[config.mk]
export PLATFORM = sky130hd
export DESIGN_NAME = iq_demod_decim
export DESIGN_NICKNAME = d
export VERILOG_FILES = /design/src/rtl/iq_demod_pkg.sv /design/src/rtl/iq_nco_lut.sv /design/src/rtl/iq_demod_decim.sv
export SDC_FILE = /design/constraint.sdc
export NUM_CORES = 2
export LEC_CHECK = 0
export CAP_MARGIN = 20
export CORE_ASPECT_RATIO = 0.75
export CORE_UTILIZATION = 55
export CTS_CLUSTER_DIAMETER = 50
export DETAILED_ROUTE_END_ITERATION = 8
export GPL_ROUTABILITY_DRIVEN = 0
export GPL_TIMING_DRIVEN = 1
export HOLD_SLACK_MARGIN = 0.12
export MAX_ROUTING_LAYER = met4
export PLACE_DENSITY_LB_ADDON = 0.2
export SYNTH_ARGS = -nofsm -noshare
export SYNTH_HDL_FRONTEND = slang
export SYNTH_SLANG_ARGS = --single-unit
[constraint.sdc]
create_clock -name CLK -period 8.7 [get_ports CLK]
set_input_delay 0.87 -clock CLK [delete_from_list [all_inputs] [get_ports CLK]]
set_output_delay 0.87 -clock CLK [all_outputs]
set_load 0.005 [all_outputs]
[src/rtl/iq_demod_pkg.sv]
// Shared types and elaboration-time helpers for the IQ lock-in demodulator/decimator.
package iq_demod_pkg;

    typedef enum logic [1:0] {
        QUAD_0 = 2'd0,
        QUAD_1 = 2'd1,
        QUAD_2 = 2'd2,
        QUAD_3 = 2'd3
    } quad_e;

    localparam real PI = 3.14159265358979323846;

    function automatic int amp(input int data_w);
        return (1 << (data_w - 1)) - 1;
    endfunction

    function automatic int acc_width(input int data_w, input int log2_decim);
        return 2 * data_w + log2_decim;
    endfunction

    // First-quadrant sine table entry k; int'() on a real rounds to nearest.
    function automatic int quarter_sin(input int data_w, input int lut_aw, input int k);
        real ang;
        ang = 2.0 * PI * real'(k) / real'(1 << lut_aw);
        return int'(real'(amp(data_w)) * $sin(ang));
    endfunction

endpackage

[src/rtl/iq_nco_lut.sv]
// Quarter-wave sine ROM with quadrant folding; registered signed cos/sin, one cycle of latency.
module iq_nco_lut
    import iq_demod_pkg::*;
#(
    parameter int DATA_W = 14,
    parameter int LUT_AW = 10
) (
    input  logic                     CLK,
    input  logic                     reset_n,
    input  logic [LUT_AW-1:0]        addr,
    output logic signed [DATA_W-1:0] cos_val,
    output logic signed [DATA_W-1:0] sin_val
);

    localparam int QN = 1 << (LUT_AW - 2);
    localparam logic signed [DATA_W-1:0] AMP = DATA_W'(amp(DATA_W));

    logic signed [DATA_W-1:0] rom [QN];

    for (genvar k = 0; k < QN; k++) begin : g_rom
        assign rom[k] = DATA_W'(quarter_sin(DATA_W, LUT_AW, k));
    end

    quad_e                    quad;
    logic [LUT_AW-3:0]        idx;
    logic [LUT_AW-3:0]        ridx;
    logic signed [DATA_W-1:0] s_phi;
    logic signed [DATA_W-1:0] c_phi;

    // cos(phi) = sin(90 - phi); the table stops short of 90 degrees, so idx 0 maps to A.
    always_comb begin
        quad  = quad_e'(addr[LUT_AW-1 -: 2]);
        idx   = addr[LUT_AW-3:0];
        ridx  = '0 - idx;
        s_phi = rom[idx];
        c_phi = (idx == '0) ? AMP : rom[ridx];
    end

    always_ff @(posedge CLK or negedge reset_n) begin
        if (!reset_n) begin
            cos_val <= '0;
            sin_val <= '0;
        end else begin
            case (quad)
                QUAD_0: begin cos_val <= c_phi;  sin_val <= s_phi;  end
                QUAD_1: begin cos_val <= -s_phi; sin_val <= c_phi;  end
                QUAD_2: begin cos_val <= -c_phi; sin_val <= -s_phi; end
                default: begin cos_val <= s_phi; sin_val <= -c_phi; end
            endcase
        end
    end

endmodule

[src/rtl/iq_demod_decim.sv]
// IQ lock-in demodulator with internal NCO and accumulate-and-dump decimation.
// Optional magnitude output stage enabled by defining IQ_DEMOD_MAG_EN.
module iq_demod_decim
    import iq_demod_pkg::*;
#(
    parameter int DATA_W     = 14,
    parameter int PHASE_W    = 32,
    parameter int LUT_AW     = 10,
    parameter int LOG2_DECIM = 6
) (
    input  logic                     CLK,
    input  logic                     reset_n,
    input  logic                     in_valid,
    input  logic signed [DATA_W-1:0] in_data,
    input  logic [PHASE_W-1:0]       phase_inc,
    input  logic [PHASE_W-1:0]       phase_offset,
    input  logic                     phase_load,
    output logic                     out_valid,
    input  logic                     out_ready,
    output logic signed [DATA_W-1:0] out_i,
    output logic signed [DATA_W-1:0] out_q,
`ifdef IQ_DEMOD_MAG_EN
    output logic signed [DATA_W-1:0] out_mag,
`endif
    output logic                     overrun
);

    localparam int ACC_W = acc_width(DATA_W, LOG2_DECIM);
    localparam int SHIFT = DATA_W - 1 + LOG2_DECIM;

    logic [PHASE_W-1:0]         ph;
    logic [LUT_AW-1:0]          cur_addr;
    logic [LUT_AW-1:0]          s0_addr;
    logic signed [DATA_W-1:0]   s0_data;
    logic                       s0_v;
    logic signed [DATA_W-1:0]   s1_cos;
    logic signed [DATA_W-1:0]   s1_sin;
    logic signed [DATA_W-1:0]   s1_data;
    logic                       s1_v;
    logic signed [2*DATA_W-1:0] s2_pi;
    logic signed [2*DATA_W-1:0] s2_pq;
    logic                       s2_v;
    logic signed [ACC_W-1:0]    acc_i;
    logic signed [ACC_W-1:0]    acc_q;
    logic signed [ACC_W-1:0]    sum_i;
    logic signed [ACC_W-1:0]    sum_q;
    logic [LOG2_DECIM-1:0]      count;
    logic                       dump;
    logic signed [DATA_W-1:0]   res_i;
    logic signed [DATA_W-1:0]   res_q;
    logic                       res_v;
    logic                       res_fire;
    logic                       load;

    // A sample arriving with phase_load already uses the new offset as its phase.
    assign cur_addr = phase_load ? phase_offset[PHASE_W-1 -: LUT_AW] : ph[PHASE_W-1 -: LUT_AW];

    always_ff @(posedge CLK or negedge reset_n) begin
        if (!reset_n) begin
            ph      <= '0;
            s0_addr <= '0;
            s0_data <= '0;
            s0_v    <= 1'b0;
        end else begin
            if (phase_load)
                ph <= phase_offset + (in_valid ? phase_inc : '0);
            else if (in_valid)
                ph <= ph + phase_inc;
            s0_v <= in_valid;
            if (in_valid) begin
                s0_addr <= cur_addr;
                s0_data <= in_data;
            end
        end
    end

    iq_nco_lut #(
        .DATA_W (DATA_W),
        .LUT_AW (LUT_AW)
    ) u_nco (
        .CLK     (CLK),
        .reset_n (reset_n),
        .addr    (s0_addr),
        .cos_val (s1_cos),
        .sin_val (s1_sin)
    );

    always_ff @(posedge CLK or negedge reset_n) begin
        if (!reset_n) begin
            s1_data <= '0;
            s1_v    <= 1'b0;
            s2_pi   <= '0;
            s2_pq   <= '0;
            s2_v    <= 1'b0;
        end else begin
            s1_data <= s0_data;
            s1_v    <= s0_v && !phase_load;
            s2_pi   <= s1_data * s1_cos;
            s2_pq   <= s1_data * s1_sin;
            s2_v    <= s1_v && !phase_load;
        end
    end

    always_comb begin
        sum_i = acc_i + ACC_W'(s2_pi);
        sum_q = acc_q + ACC_W'(s2_pq);
        dump  = s2_v && !phase_load && (count == '1);
    end

    always_ff @(posedge CLK or negedge reset_n) begin
        if (!reset_n) begin
            acc_i <= '0;
            acc_q <= '0;
            count <= '0;
        end else if (phase_load) begin
            acc_i <= '0;
            acc_q <= '0;
            count <= '0;
        end else if (s2_v) begin
            count <= count + 1'b1;
            acc_i <= dump ? '0 : sum_i;
            acc_q <= dump ? '0 : sum_q;
        end
    end

`ifdef IQ_DEMOD_MAG_EN
    logic [DATA_W-1:0]        abs_i;
    logic [DATA_W-1:0]        abs_q;
    logic [DATA_W-1:0]        mx;
    logic [DATA_W-1:0]        mn;
    logic [DATA_W:0]          mag_sum;
    logic signed [DATA_W-1:0] mag_val;

    // Extra register stage between the dump and the output register for the magnitude path.
    always_ff @(posedge CLK or negedge reset_n) begin
        if (!reset_n) begin
            res_v <= 1'b0;
            res_i <= '0;
            res_q <= '0;
        end else begin
            res_v <= dump;
            if (dump) begin
                res_i <= sum_i[SHIFT +: DATA_W];
                res_q <= sum_q[SHIFT +: DATA_W];
            end
        end
    end

    always_comb begin
        abs_i   = res_i[DATA_W-1] ? DATA_W'(-res_i) : DATA_W'(res_i);
        abs_q   = res_q[DATA_W-1] ? DATA_W'(-res_q) : DATA_W'(res_q);
        mx      = (abs_i > abs_q) ? abs_i : abs_q;
        mn      = (abs_i > abs_q) ? abs_q : abs_i;
        mag_sum = {1'b0, mx} + (DATA_W+1)'(mn >> 1);
        mag_val = (mag_sum > (DATA_W+1)'(amp(DATA_W))) ? DATA_W'(amp(DATA_W))
                                                       : signed'(mag_sum[DATA_W-1:0]);
    end
`else
    always_comb begin
        res_v = dump;
        res_i = sum_i[SHIFT +: DATA_W];
        res_q = sum_q[SHIFT +: DATA_W];
    end
`endif

    assign res_fire = res_v && !phase_load;
    assign load     = res_fire && (!out_valid || out_ready);

    always_ff @(posedge CLK or negedge reset_n) begin
        if (!reset_n) begin
            out_valid <= 1'b0;
            out_i     <= '0;
            out_q     <= '0;
`ifdef IQ_DEMOD_MAG_EN
            out_mag   <= '0;
`endif
            overrun   <= 1'b0;
        end else begin
            if (load) begin
                out_valid <= 1'b1;
                out_i     <= res_i;
                out_q     <= res_q;
`ifdef IQ_DEMOD_MAG_EN
                out_mag   <= mag_val;
`endif
            end else if (out_ready) begin
                out_valid <= 1'b0;
            end
            if (phase_load)
                overrun <= 1'b0;
            else if (res_fire && !load)
                overrun <= 1'b1;
        end
    end

endmodule

Word level (Yosys, flattened, before mapping)
Memories as Yosys holds them, arrays and structs flattened.
Index checks and enable logic that the tools add are counted.

storage, ports and cells
  flip-flop bits (word level) = 261
  bits in latches = 0
  bits in writable memories = 0
  bits in read-only memories = 7168
  input bits = 83
  output and inout port bits = 30
  logic and storage cells = 77
  memories kept = 2

memories
  name              words  width  rd ports  clocked after Yosys merged registers in  write ports  RTL line          text
  (name not given)  256    14     1         0                                        0            iq_nco_lut.sv:35  s_phi = rom[idx];
  (name not given)  256    14     1         0                                        0            iq_nco_lut.sv:36  c_phi = (idx == '0) ? AMP : rom[ridx];

cells by class
  add/sub/neg operators = 8
  multipliers = 2
  divide/modulo/power cells = 0
  $lt $le $gt $ge = 2
  eq/ne operators = 3
  shifts and indexed selects = 0
  multiplexer cells = 23
  bitwise gates (word level) = 2
  reduce and logical (&&, ||, !) cells = 17

operators by type and width
  kind                   number
  $mux W34               6
  $mux W32               3
  $pmux W14 S3           2
  $mux W14               5
  $add A34 B28 Y34       2
  $add A32 B32 Y32       2
  $mul A14 B14 Y28       2
  $neg A14 Y14           2
  $ge A9 B9 Y1 const B   2
  $not A8 Y9             2
  $mux W6                2
  $mux W10               1
  $logic_not A8 Y1       1
  $reduce_bool A2 Y1     4
  $sub A1 B8 Y8 const A  1
  $logic_and A1 B1 Y1    7
  $add A6 B1 Y6 const B  1
  $eq A6 B6 Y1 const B   1
  $mux W1                4
  $logic_not A1 Y1       3
  $eq A2 B1 Y1 const B   1
  $eq A2 B2 Y1 const B   1
  $logic_not A2 Y1       1
  $logic_or A1 B1 Y1     1

Longest topological paths before layout
  depth in word-level cells = 9
  mapped depth = 27
  depth with buffers taken out = 25

Modules after synthesis
Synthesis repeated with hierarchy kept, for this count alone.

unflattened totals
  cell total of the unflattened synthesis = 4599
  area total of the unflattened synthesis = 39275.2 µm²

by module, submodules not included
  module          instances  cells an instance  area an instance (µm²)  seq. area each (µm²)
  iq_demod_decim  1          3159               29364.4                 5780.5
  iq_nco_lut      1          1440               9910.8                  700.7

Worst setup path before layout
Ideal clock, no wire load.

  path type = reg2reg
  from = register s0_addr[0]
  to = register u_nco.cos_val[11]
  arrival = 6199 ps
  data required time = 8579 ps
  slack = 2380 ps
  cell stages (with the launch flop) = 26
  path buffers = 9
  period minus slack after synthesis = 6320 ps
  path through = dfrtp_1 > buf_2 > inv_1 > clkbuf_1 > ha_1 > clkbuf_1 > clkbuf_1 > clkinv_1 > ha_1 > clkbuf_1 > inv_1 > clkbuf_1 > clkbuf_1 > clkbuf_1 > ha_1 > clkbuf_1 > nor2_1 > a221oi_1 > a2111oi_0 > a22o_1 > a211oi_2 > nor4b_2 > o2111ai_1 > o21ai_1 > xnor2_1 > o22a_1

on the way
  cells in the longest elaborated chain, start to end = 8

ends and longest elaborated chain
  what                                          RTL line              text
  start, declared                               iq_demod_decim.sv:33  logic [LUT_AW-1:0] s0_addr;
  start signal, assigned                        iq_demod_decim.sv:71  s0_addr <= cur_addr;
  $sub A1 B8 Y8                                 iq_nco_lut.sv:34      ridx = '0 - idx;
  $not A8 Y9 (not written as such)              iq_nco_lut.sv:36
  $mem_v2 Z256 W14                              --
  $mux W14 (not written as such) (2 in series)  iq_nco_lut.sv:36
  $mux W14                                      iq_nco_lut.sv:36
  $neg A14 Y14                                  iq_nco_lut.sv:47      QUAD_2: begin cos_val <= -c_phi; sin_val <= -s_phi; end
  $pmux W14 S3 (*)                              iq_nco_lut.sv:44      case (quad)
  end signal, assigned                          iq_nco_lut.sv:45      QUAD_0: begin cos_val <= c_phi; sin_val <= s_phi; end
  end signal, assigned                          iq_nco_lut.sv:47
  end signal, assigned                          iq_nco_lut.sv:48      default: begin cos_val <= s_phi; sin_val <= -c_phi; end
  end, declared                                 iq_nco_lut.sv:11      output logic signed [DATA_W-1:0] cos_val,

Every way passes the cells marked *; elsewhere a longest branch is shown, timed or not. The select of a mux whose other input is x is not followed.
A chain may end at the register's enable or synchronous reset.

Worst setup path after layout
  from = register s0_addr[2]
  to = register u_nco.cos_val[10]

Same word-level chain as after synthesis.

==> impl_metrics.env <==
export IMPL_status="finished, violations left"
export IMPL_violations_in_the_final_reports="DRC"
export IMPL_vias_in_the_first_global_route=32902
export IMPL_fp_dieArea_um2=71400
export IMPL_slew_headroom_pct=20.0
export IMPL_grt_pass1_wl_mm=177
export IMPL_final_max_slew_viol_count=0
export IMPL_cts_buffers=29
export IMPL_layout_cell_area_non_filler_um2=41200
export IMPL_gr_usage_all_layers_pct=31.6
export IMPL_crit_required_ps=9150
export IMPL_cts_num_sinks=259
export IMPL_worstMarginPinSlew_ps=1190
export IMPL_clkLatencyLatePin_ps=590
export IMPL_floorplan_die_height_um=232
export IMPL_synth_ff_type="dfrtp_1"
export IMPL_detail_route_antenna_nets=0
export IMPL_ctsHoldBuffers=0
export IMPL_rsz0062_at_grt="no"
export IMPL_worst_setup_hold_path_clk_slew_ps=60
export IMPL_final_net_count=5253
export IMPL_dr_wl_met2_mm=44.8
export IMPL_multi_input_comb_area_um2=28900
export IMPL_antenna_found_initial=5
export IMPL_io_buf_count=112
export IMPL_route_layer_met1_wl_mm=47.5
export IMPL_cts_tree="done"
export IMPL_worst_endpoint_arrival_ps=7290
export IMPL_routedWlPerCell_um=20.0
export IMPL_fp_row_count=83
export IMPL_die_x_um=308
export IMPL_detail_route_iter0_violations=4070
export IMPL_synth_avg_cell_area_um2=8.47
export IMPL_period_needed_ps=6850
export IMPL_floorplan_core_area_um2=69000
export IMPL_crit_path_cell_trace="buf_4 > clkinv_1 > ha_1 > and3b_1 > nor2_4 > buf_4 > mux4_2 > a2111oi_0 > nor4b_1 > buf_4 > nor2_1 > ha_1 > inv_1 > a211oi_2 > o2111ai_1 > nand3_1 > o21ai_0 > a221oi_2"
export IMPL_critical_path_top_cell_by_count="buf_4"
export IMPL_starting_utilization_of_the_core_area_pct=56.1
export IMPL_yosys_top_cells_area="fa_1 (21%), dfrtp_1 (17%), ha_1 (9.8%)"
export IMPL_flow_area_growth_from_synthesis_pct=6.45
export IMPL_wirelength_mm=109
export IMPL_layout_utilization_pct=59.7
export IMPL_yosysSeqAreaShare_pct=16.8
export IMPL_synthCells=4564
export IMPL_detailroute_via_count=33787
export IMPL_report_final_setup_viol=0
export IMPL_crit_slowest_cell="nor2_4"
export IMPL_grt_start_max_net_pins=157
export IMPL_detailedRoute_firstPassIterationCount=9
export IMPL_routed_top_layer="met4"
export IMPL_syn_nets=5346
export IMPL_cts_resized_gates=0
export IMPL_layout_drive_gt1_share_pct=4.74
export IMPL_globalRoute_totalOverflow=0
export IMPL_seqCellArea_um2=6490
export IMPL_synth_edff_count=0
export IMPL_critPathLaunchType="register"
export IMPL_synth_cell_types=108
export IMPL_yosysWarningCount=0
export IMPL_setup_tns_ps=0
export IMPL_fillerInstances=6136
export IMPL_final_min_period_over_clock_period_pct=78.7
export IMPL_asyncSetResetFlopFracSynth_pct=100
export IMPL_synth_cell_area_um2=38700
export IMPL_cts_post_setup_buffers_inserted=0
export IMPL_placed_area_um2=40100
export IMPL_final_hold_violation_count=0
export IMPL_number_of_synthesized_register_bits=259
export IMPL_routed_via_density=6.22
export IMPL_netlist_top_cell_by_area="fa_1"
export IMPL_htree_levels=1
export IMPL_worst_clock_skew_ps=13.5
export IMPL_maxCapViolCount=0
export IMPL_place_detailed_hpwl_mm=80.3
export IMPL_path_max_fanout=38
export IMPL_ios=113
export IMPL_met3_wirelength_mm=12.5
export IMPL_synth_top_cell_area_share_pct=20.6
export IMPL_worst_setup_path_end_kind="register"
export IMPL_largest_stage_delay_worst_path_ps=820
export IMPL_clk_root_buffer_cell="clkbuf_16"
export IMPL_fmax_ghz=0.146
export IMPL_drc=33
export IMPL_worstHoldPathType="input port to async pin"
export IMPL_clock_tree_buffer_depth=3
export IMPL_setup_worst_path_class="register to register"
-- flip-flops by register name, indices dropped and copies added, names as in the netlist, 6 cells and up --
register	cells
count	6
acc_i	33
out_q	14
s2_pi	28
out_i	14
ph	32
u_nco.sin_val	14
s0_data	14
s2_pq	28
acc_q	33
s0_addr	10
u_nco.cos_val	14
s1_data	14
-- cells in the final DEF (no fill, tap or decap), drive strengths merged, types with 40 or more instances in the layout --
master / netlist / routed
inv: 504 / 508
nand2: 430 / 430
fa: 397 / 397
ha: 302 / 302
a21oi: 299 / 299
dfrtp: 259 / 259
nor2: 248 / 248
and2: 247 / 247
o21ai: 243 / 243
xnor2: 137 / 137
clkdlybuf4s50: 0 / 109
nor3: 91 / 91
nand3: 84 / 84
a211oi: 75 / 75
a21o: 68 / 68
buf: 103 / 65
xor2: 61 / 61
nand2b: 59 / 59
mux2i: 50 / 50
nor2b: 47 / 47
a31oi: 44 / 44
o211ai: 44 / 44
mux2: 40 / 40
-- per-stage QoR --
step                instances  worst slack (ps)  hold WS (ps)
detailed placement       5375              1920           360
finish                   5433              1850           255
CTS                      5428              1880           298
global placement         5375              2000           356
floorplan                4564              2380           350
global route             5433              1400           336
-- critical path: cells and delay by family (launching register included) --
family                     cells  cell delay (ps)
muxes                          1              350
DFF                            1              340
adders and majority gates      2              890
AOI/OAI and AO/OA              5             1540
buffers and inverters          5             1840
and+or+nand+nor                5             1690
-- synth_stat cells (all sizes together), types with 10 or more instances --
library cell	n
dfrtp	259
inv	504
nor4	15
a311oi	26
a31oi	44
a21oi	299
o311ai	21
a221o	11
nand2	430
nor3	91
a2111oi	20
o21ai	243
nor2b	47
clkbuf	195
xnor2	137
mux2i	50
nor3b	11
xor2	61
a211o	14
o31ai	28
and3	26
a211oi	75
or3	32
buf	103
mux2	40
o2111ai	11
o21bai	15
a221oi	17
ha	302
o21a	30
o22ai	19
o211ai	44
fa	397
o311a	10
nor2	248
nand2b	59
o221ai	20
a21o	68
nand4	24
and2	247
nand3	84
a22o	33
-- cell families (layout without fill, tap and decap cells) --
kind of cell	after synthesis	in the layout	synth area share (%)
and+or+nand+nor	1358	1358	17.4
AOI/OAI and AO/OA	1145	1145	19.7
buffers and inverters	809	738	8.51
adders and majority gates	701	701	30.4
DFF	259	259	16.8
xor gates and xnor gates	198	198	4.48
muxes	94	94	2.69
other	0	5	0
-- final cells by class --
cell class                      count  area share (%)
Clock inverter                     14           0.474
Clock buffer                       39            1.98
Multi-Input combinational cell   3496            70.3
Antenna cell                        5          0.0304
Sequential cell                   259            15.8
Tap cell                          935            2.84
Timing Repair Buffer              174            3.94
Inverter                          511            4.66
-- worst paths after layout --
kind | startpoint | endpoint | slack, ps | cells after the start
max in group asynchronous | reset_n | acc_q[12] | 7080 | 2
worst max register to register | s0_addr[2] | u_nco.cos_val[10] | 1850 | 18
worst min-delay path | reset_n | s2_pi[5] | 260 | 1
worst max-delay path | s0_addr[2] | u_nco.cos_val[10] | 1850 | 18
min in group CLK | s0_data[9] | s1_data[9] | 360 | 0
worst min register to register | s0_data[9] | s1_data[9] | 360 | 0
-- per-layer routing --
layer | vias up | GRT usage, %
met2 | 1795 | 44.5
li1 | 15441 | -
met4 | 0 | 8.99
met3 | 357 | 8.29
met5 | - | -
met1 | 16194 | 44.4
Power is left out: the tool's default activity adds up to more than one toggle a clock period on the data nets, which glitch-free logic cannot reach.
